## src/rtl/dmem_pkg.sv

```systemverilog
// Shared types and default sizing for the data-memory responder.
package dmem_pkg;

  localparam int unsigned DEF_WIDTH       = 32;
  localparam int unsigned DEF_DEPTH       = 64;
  localparam int unsigned DEF_WAIT_CYCLES = 2;

  typedef enum logic [1:0] {
    IDLE,
    WAIT,
    RESP
  } dmemState_t;

endpackage

```

## src/rtl/dmem_array.sv

```systemverilog
// Word storage: one synchronous write port and one registered read port.
// The read register is reset and clearable; the array itself is never reset.
module dmem_array #(
  parameter int unsigned WIDTH = 32,
  parameter int unsigned DEPTH = 64,
  parameter int unsigned IDX_W = $clog2(DEPTH)
) (
  input  logic             clk,
  input  logic             rst,
  input  logic             wrEn,
  input  logic [IDX_W-1:0] wrIdx,
  input  logic [WIDTH-1:0] wrData,
  input  logic             rdEn,
  input  logic             rdClr,
  input  logic [IDX_W-1:0] rdIdx,
  output logic [WIDTH-1:0] rdData
);

  logic [WIDTH-1:0] mem [DEPTH];

  always_ff @(posedge clk) begin
    if (wrEn) mem[wrIdx] <= wrData;
  end

  always_ff @(posedge clk or posedge rst) begin
    if (rst)        rdData <= '0;
    else if (rdEn)  rdData <= mem[rdIdx];
    else if (rdClr) rdData <= '0;
  end

endmodule

```

## src/rtl/dmem_responder.sv

```systemverilog
// Single-outstanding load/store responder with programmable wait states.
// Optional misalignment rejection is enabled by defining DMEM_ERR_CHECK_EN.
module dmem_responder
  import dmem_pkg::*;
#(
  parameter int unsigned WIDTH       = DEF_WIDTH,
  parameter int unsigned DEPTH       = DEF_DEPTH,
  parameter int unsigned WAIT_CYCLES = DEF_WAIT_CYCLES,
  parameter int unsigned ADDR_WIDTH  = $clog2(DEPTH) + 2
) (
  input  logic                  clk,
  input  logic                  rst,
  input  logic                  req_valid,
  output logic                  req_ready,
  input  logic                  req_we,
  input  logic [ADDR_WIDTH-1:0] req_addr,
  input  logic [WIDTH-1:0]      req_wdata,
  output logic                  resp_valid,
  input  logic                  resp_ready,
  output logic [WIDTH-1:0]      resp_rdata,
  output logic                  resp_err
);

  localparam int unsigned IDX_W    = $clog2(DEPTH);
  localparam logic [3:0]  CNT_INIT = (WAIT_CYCLES == 0) ? 4'd0 : 4'(WAIT_CYCLES - 1);

  dmemState_t       state, stateNext;
  logic [3:0]       waitCnt;
  logic             latWe, latErr;
  logic [IDX_W-1:0] latIdx;
  logic [WIDTH-1:0] latData;
  logic             reqErr;
  logic [IDX_W-1:0] reqIdx;
  logic             accWe, accErr;
  logic [IDX_W-1:0] accIdx;
  logic [WIDTH-1:0] accData;
  logic             accept, enterResp, leaveResp;
  logic             wrEn, rdEn, rdClr;
  logic             respErr;
  logic             unusedAddr;

  assign reqIdx     = req_addr[IDX_W+1:2];
  assign unusedAddr = ^req_addr;

`ifdef DMEM_ERR_CHECK_EN
  assign reqErr = (req_addr[1:0] != 2'b00);
`else
  assign reqErr = 1'b0;
`endif

  always_ff @(posedge clk or posedge rst) begin
    if (rst) state <= IDLE;
    else     state <= stateNext;
  end

  always_comb begin
    stateNext = state;
    unique case (state)
      IDLE:    if (req_valid) stateNext = (WAIT_CYCLES == 0) ? RESP : WAIT;
      WAIT:    if (waitCnt == '0) stateNext = RESP;
      RESP:    if (resp_ready) stateNext = IDLE;
      default: stateNext = IDLE;
    endcase
  end

  always_comb begin
    req_ready  = (state == IDLE);
    resp_valid = (state == RESP);
  end

  assign accept    = req_valid && req_ready;
  assign enterResp = (stateNext == RESP) && (state != RESP);
  assign leaveResp = (state == RESP) && resp_ready;

  always_ff @(posedge clk or posedge rst) begin
    if (rst) begin
      waitCnt <= '0;
      latWe   <= 1'b0;
      latErr  <= 1'b0;
      latIdx  <= '0;
      latData <= '0;
    end else if (accept) begin
      waitCnt <= CNT_INIT;
      latWe   <= req_we;
      latErr  <= reqErr;
      latIdx  <= reqIdx;
      latData <= req_wdata;
    end else if (state == WAIT && waitCnt != '0) begin
      waitCnt <= waitCnt - 4'd1;
    end
  end

  // With zero wait states RESP is entered on the accept edge itself, before
  // the request has been latched, so the access must use the live inputs.
  always_comb begin
    if (state == IDLE) begin
      accWe   = req_we;
      accErr  = reqErr;
      accIdx  = reqIdx;
      accData = req_wdata;
    end else begin
      accWe   = latWe;
      accErr  = latErr;
      accIdx  = latIdx;
      accData = latData;
    end
  end

  assign wrEn  = enterResp && accWe && !accErr && !rst;
  assign rdEn  = enterResp && !accWe && !accErr && !rst;
  assign rdClr = leaveResp || (enterResp && !rdEn);

  always_ff @(posedge clk or posedge rst) begin
    if (rst)            respErr <= 1'b0;
    else if (enterResp) respErr <= accErr;
    else if (leaveResp) respErr <= 1'b0;
  end

  assign resp_err = respErr;

  dmem_array #(
    .WIDTH (WIDTH),
    .DEPTH (DEPTH),
    .IDX_W (IDX_W)
  ) uArray (
    .clk    (clk),
    .rst    (rst),
    .wrEn   (wrEn),
    .wrIdx  (accIdx),
    .wrData (accData),
    .rdEn   (rdEn),
    .rdClr  (rdClr),
    .rdIdx  (accIdx),
    .rdData (resp_rdata)
  );

endmodule
```

## config.mk

```make
export PLATFORM = sky130hd
export DESIGN_NAME = dmem_responder
export DESIGN_NICKNAME = d
export VERILOG_FILES = /design/src/rtl/dmem_pkg.sv /design/src/rtl/dmem_array.sv /design/src/rtl/dmem_responder.sv
export SDC_FILE = /design/constraint.sdc
export NUM_CORES = 2
export LEC_CHECK = 0
export ABC_CLOCK_PERIOD_IN_PS = 10030
export BUFFER_PORTS_ARGS = -buffer_cell sky130_fd_sc_hd__buf_4
export CELL_PAD_IN_SITES_DETAIL_PLACEMENT = 0
export CELL_PAD_IN_SITES_GLOBAL_PLACEMENT = 1
export CORE_ASPECT_RATIO = 1.75
export CORE_UTILIZATION = 35
export DETAILED_ROUTE_END_ITERATION = 10
export GPL_ROUTABILITY_DRIVEN = 1
export PLACE_DENSITY_LB_ADDON = 0.1
export SLEW_MARGIN = 20
export SYNTH_ARGS = -nofsm -noshare
export SYNTH_HDL_FRONTEND = slang
export SYNTH_SLANG_ARGS = --single-unit
```

## constraint.sdc

```tcl
create_clock -name clk -period 10.03 [get_ports clk]
set_input_delay 1.003 -clock clk [delete_from_list [all_inputs] [get_ports clk]]
set_output_delay 1.003 -clock clk [all_outputs]
set_load 0.02 [all_outputs]
```

After elaboration in Yosys (flattened, before gate mapping)
Memory sizes are Yosys's and may differ from the RTL's.
Cells that the tools add are included.
W data, S select, Z words.
{"block": "totals", "word_cells": 47, "mem_bits_rw": 2048, "in_bits": 45, "mem_bits_ro": 0, "latchBits": 0, "memories": 1, "output_inout_bits": 35, "register_bits": 78}
{"block": "classes", "addsub": 1, "n_div": 0, "eq_ne": 4, "reduce_logical": 19, "n_bitwise": 0, "shift": 0, "multipliers": 0, "magnitude_cmp": 0, "muxes": 15}
{"name": "uArray.mem", "depth": 64, "word_bits": 32, "rd": 1, "rd_ports_with_merged_regs": 0, "wr": 1, "line_no": "dmem_array.sv:19", "source": "logic [WIDTH-1:0] mem [DEPTH];"}
{"op": "$mux W32", "n": 3}
{"op": "$logic_and A1 B1 Y1", "n": 9}
{"op": "$mux W4", "n": 2}
{"op": "$mux W2", "n": 3}
{"op": "$mux W6", "n": 1}
{"op": "$pmux W2 S3", "n": 1}
{"op": "$reduce_bool A2 Y1", "n": 3}
{"op": "$mux W1", "n": 5}
{"op": "$eq A2 B2 Y1 const B", "n": 2}
{"op": "$logic_not A4 Y1", "n": 1}
{"op": "$reduce_bool A4 Y1", "n": 1}
{"op": "$sub A4 B1 Y4 const B", "n": 1}
{"op": "$logic_not A1 Y1", "n": 3}
{"op": "$eq A2 B1 Y1 const B", "n": 1}
{"op": "$logic_not A2 Y1", "n": 1}
{"op": "$ne A2 B2 Y1 const B", "n": 1}
{"op": "$logic_or A1 B1 Y1", "n": 1}

Depth between registers and ports, before layout
{"block": "logic_depth", "word_depth": 12, "depth_mapped": 13, "depth_no_buf": 9}

Hierarchy
Synthesis repeated with hierarchy kept, for this count alone.
{"block": "unflattened", "cells_unflattened": 3594, "hier_area_um2": 82021.2}
{"module": "dmem_array", "cells_each": 3425, "area_per_inst_um2": 79547.5, "n_inst": 1, "seq_area_each_um2": 62299.8}
{"module": "dmem_responder", "cells_each": 169, "area_per_inst_um2": 2473.6, "n_inst": 1, "seq_area_each_um2": 1126.1}

Least setup slack after synthesis
No wires, ideal clock.
{"block": "synth_timing", "kind": "input to register", "from": "input port req_addr[4]", "to": "memory uArray.mem[12][0] (enable)", "cell_stages": 7, "path_slack_ns": 5.846, "required_ns": 9.609, "setup_ns": 0.421, "t_arrival_ns": 3.763, "path_cell_list": "buf_2 > nor3b_4 > nand2_1 > buf_2 > nand2_1 > nand2_1 > nor2_1"}
{"block": "synth_via", "elab_chain_len": 1}
{"element": "start: declaration", "line_no": "dmem_responder.sv:16", "source": "input logic [ADDR_WIDTH-1:0] req_addr,"}
{"element": "$mux W6", "line_no": "dmem_responder.sv:96", "source": "if (state == IDLE) begin"}
{"element": "end: declaration", "line_no": "dmem_array.sv:19"}
No other way between the ends.

Worst setup path after layout
{"block": "layout_timing", "from": "register state[1]", "to": "register uArray.rdData[16]"}
{"block": "layout_via", "elab_chain_len": 10}
{"element": "start: declaration", "line_no": "dmem_responder.sv:27", "source": "dmemState_t state, stateNext;"}
{"element": "start signal: assignment", "line_no": "dmem_responder.sv:53", "source": "else state <= stateNext;"}
{"element": "parallel branches: the longest is 10 deep, another holds $mem_v2 Z64 W32"}
{"element": "end signal: assignment", "line_no": "dmem_array.sv:27", "source": "else if (rdEn) rdData <= mem[rdIdx];"}
{"element": "end: declaration", "line_no": "dmem_array.sv:16", "source": "output logic [WIDTH-1:0] rdData"}
Parallel ways; which one is timed is not known.
A chain may end at the register's enable or synchronous reset.

==> impl_metrics.json <==
{
  "detail_route.vias_per_cell": 5.92,
  "cp-start-kind": "flip-flop",
  "drt-wirelength-per-cell_um": 37.9,
  "ff2ff_path_depth": 11,
  "io_pins": 80,
  "drv_slew": 0,
  "period_needed_ps": 5880,
  "ys_top_cells_by_count": "edfxtp_1 (2048), o22ai_1 (688), nand2_1 (597), nor2_1 (331), a21oi_1 (239)",
  "die_y_um": 630,
  "final_cell_area_um2": 90400,
  "p_total_mw": 28.9,
  "crit_end": "uArray.rdData[16]",
  "synth.net_count": 5081,
  "ir_drop_mv": 0.509,
  "cts_hold_buf": 0,
  "cts_tree": "built",
  "grt_pass1_wl_um": 423000,
  "gp_congestion": 0.816,
  "power.leakage_nw": 29.1,
  "ant_nets": 0,
  "place_hpwl_um": 177000,
  "synth_most_common_cell": "edfxtp_1",
  "grt_max_degree": 65,
  "hold_viol": 0,
  "async_reset_ff_frac": 0.0362,
  "syn2layout_area_growth_pct": 14.5,
  "cts-root-buf": "clkbuf_16",
  "busiest_layer": "met2",
  "cts_buffers": 199,
  "cts_htree_levels": 4,
  "drt-initial-drc-count": 5510,
  "drc": 0,
  "netlist_instances": 5035,
  "cp_max_fo": 50,
  "track_usage": 0.271,
  "synth-edff-count": 2048,
  "antenna_found_initial": 10,
  "die-area_um2": 228000,
  "post-synth-top-area-cell": "edfxtp_1",
  "fmax_mhz": 170,
  "ctsResizeCount": 0,
  "overflow": 0,
  "cts_setup_buffers": 0,
  "fillers": 20500,
  "layout_setup_ws_ps": 4150,
  "finalCritPeriodShare": 0.586,
  "clock_skew_ps": 32.3,
  "netlist_area_um2": 79000,
  "ys_seq_area_frac": 0.803,
  "yosys_warnings": 0,
  "reg2reg_from": "state[1]",
  "critical_path_arrival_ps": 6650,
  "cap_violations": 0,
  "timing.slew.headroom": 0.178,
  "initial_utilization": 0.352,
  "pre_cts_ws_ps": 4290,
  "cts-root-to-sink-buffers": 4,
  "io_buffers": 76,
  "coreArea_um2": 224000,
  "insertion_delay_ps": 850,
  "grtUsageMet3": 0.0239,
  "status": "finished, final reports clean",
  "p_per_area_nw_per_um2": 320,
  "grt_use_met1": 0.348,
  "vias": 48900,
  "utilization": 0.403,
  "setup_viol": 0,
  "synth-seq-cells": 2125,
  "use_met2": 0.485,
  "cts.clk_slew.worst_paths_ps": 70,
  "synth-main-ff-cell": "edfxtp_1",
  "hold_class": "in -> async",
  "dr.pass1.iters": 5,
  "nNetsFinal": 5250,
  "endpoint_kind": "flip-flop",
  "cp.required_ps": 10800,
  "rsz0062_at_grt": "false",
  "synth_cell_types": 74,
  "worst_pin_slew_ps": 1220,
  "startpoint": "state[1]",
  "drive_gt1_frac": 0.132,
  "drt-total-wl_um": 313000,
  "synthTopCellsByArea": "edfxtp_1 (78%), o22ai_1 (5.4%), nand2_1 (2.8%)",
  "syn_avg_cell_area_um2": 15.7,
  "netlist.area_leader.share": 0.779,
  "core.rowCount": 230,
  "placed_area_um2": 84200,
  "r2r-end": "uArray.rdData[16]",
  "grt_pass1_vias": 48300,
  "cts.sinks": 2125,
  "crit_type": "reg -> reg",
  "final.setup.tns_ps": 0,
  "die_w_um": 361,
  "ff2ff_setup_slack_ps": 4150
}
==> worst max-delay path, cell delays in order (launching register included) <==
cell     delay (ps)
dfrtp_1         580
or2_2           370
buf_4           310
inv_4           610
mux2i_4         970
buf_4           650
nand2_1         120
a32o_1          270
nor3_1          190
o22ai_1         280
nor4_1         1120
a22o_1          250
==> report_power, final <==
part           total (mW)  switching [mW]  internal, mW  leakage (nW)
Clock                7.49            3.36          4.13          3.02
Combinational        9.59            7.59          2.00          6.54
Sequential           11.8           0.188          11.7          19.5
==> area by class of cell <==
class | instances | area, um2 | area share
Timing Repair Buffer | 285 | 2350 | 0.0260
Sequential cell | 2125 | 63400 | 0.701
Tap cell | 2900 | 3630 | 0.0401
Clock inverter | 101 | 851 | 0.00941
Multi-Input combinational cell | 2586 | 14800 | 0.163
Inverter | 7 | 31.3 | 0.000346
Clock buffer | 256 | 5360 | 0.0593
Antenna cell | 3 | 7.51 | 0.0000830
==> kinds of logic after synthesis <==
family,after synthesis,share of synthesized area
AO/OA/AOI/OAI,1160,0.0945
buffers and inverters,324,0.0195
flip-flops,2125,0.803
XOR/XNOR,3,0.000333
other,1,0.0000475
adder cells (fa/ha/maj),1,0.000158
AND/OR/NAND/NOR,1383,0.0773
multiplexers,38,0.00505
==> flip-flops by register name, summed over array words and instances (netlist names) <==
signal	cells
waitCnt	4
state	2
uArray.rdData	32
latWe	1
uArray.mem	2048
latData	32
latIdx	6
==> metal layers <==
layer / share of wire / vias up
met3: 0.048 / 440
met5: 0.000042 / -
met2: 0.52 / 1800
li1: - / 20300
met1: 0.40 / 26400
met4: 0.030 / 2
==> worst min path at each step <==
stage                  startpoint                end  slack (ps)
floorplan                   latWe              latWe         440
CTS                           rst           state[1]         320
global placement      latData[26]        latData[26]         460
global route        req_wdata[24]        latData[24]         360
detailed placement          latWe              latWe         460
finish                        rst  uArray.rdData[30]         330
==> through the flow <==
step                cells  hold slack (ps)
detailed placement   7903              461
global placement     7903              457
finish               8263              329
floorplan            5035              445
CTS                  8260              324
global route         8261              356
==> layout by cell type (no fill, tap or decap), types with 19 or more instances in the layout <==
cell,Yosys,layout
clkinv_2,0,30
mux2i_1,32,32
clkinv_1,0,43
a32o_1,37,37
and3_1,36,36
buf_4,24,268
nand3_1,89,89
a22o_1,19,19
nor2_4,0,64
nor2_1,331,267
nand2_1,597,550
clkbuf_16,0,203
a21oi_1,239,239
nand2_2,0,35
nor4_1,149,146
o22ai_1,688,688
nor3_1,127,127
clkbuf_1,101,45
edfxtp_1,2048,2048
dfrtp_1,77,77
a31oi_1,64,64
Power figures use the tool's default switching activity.
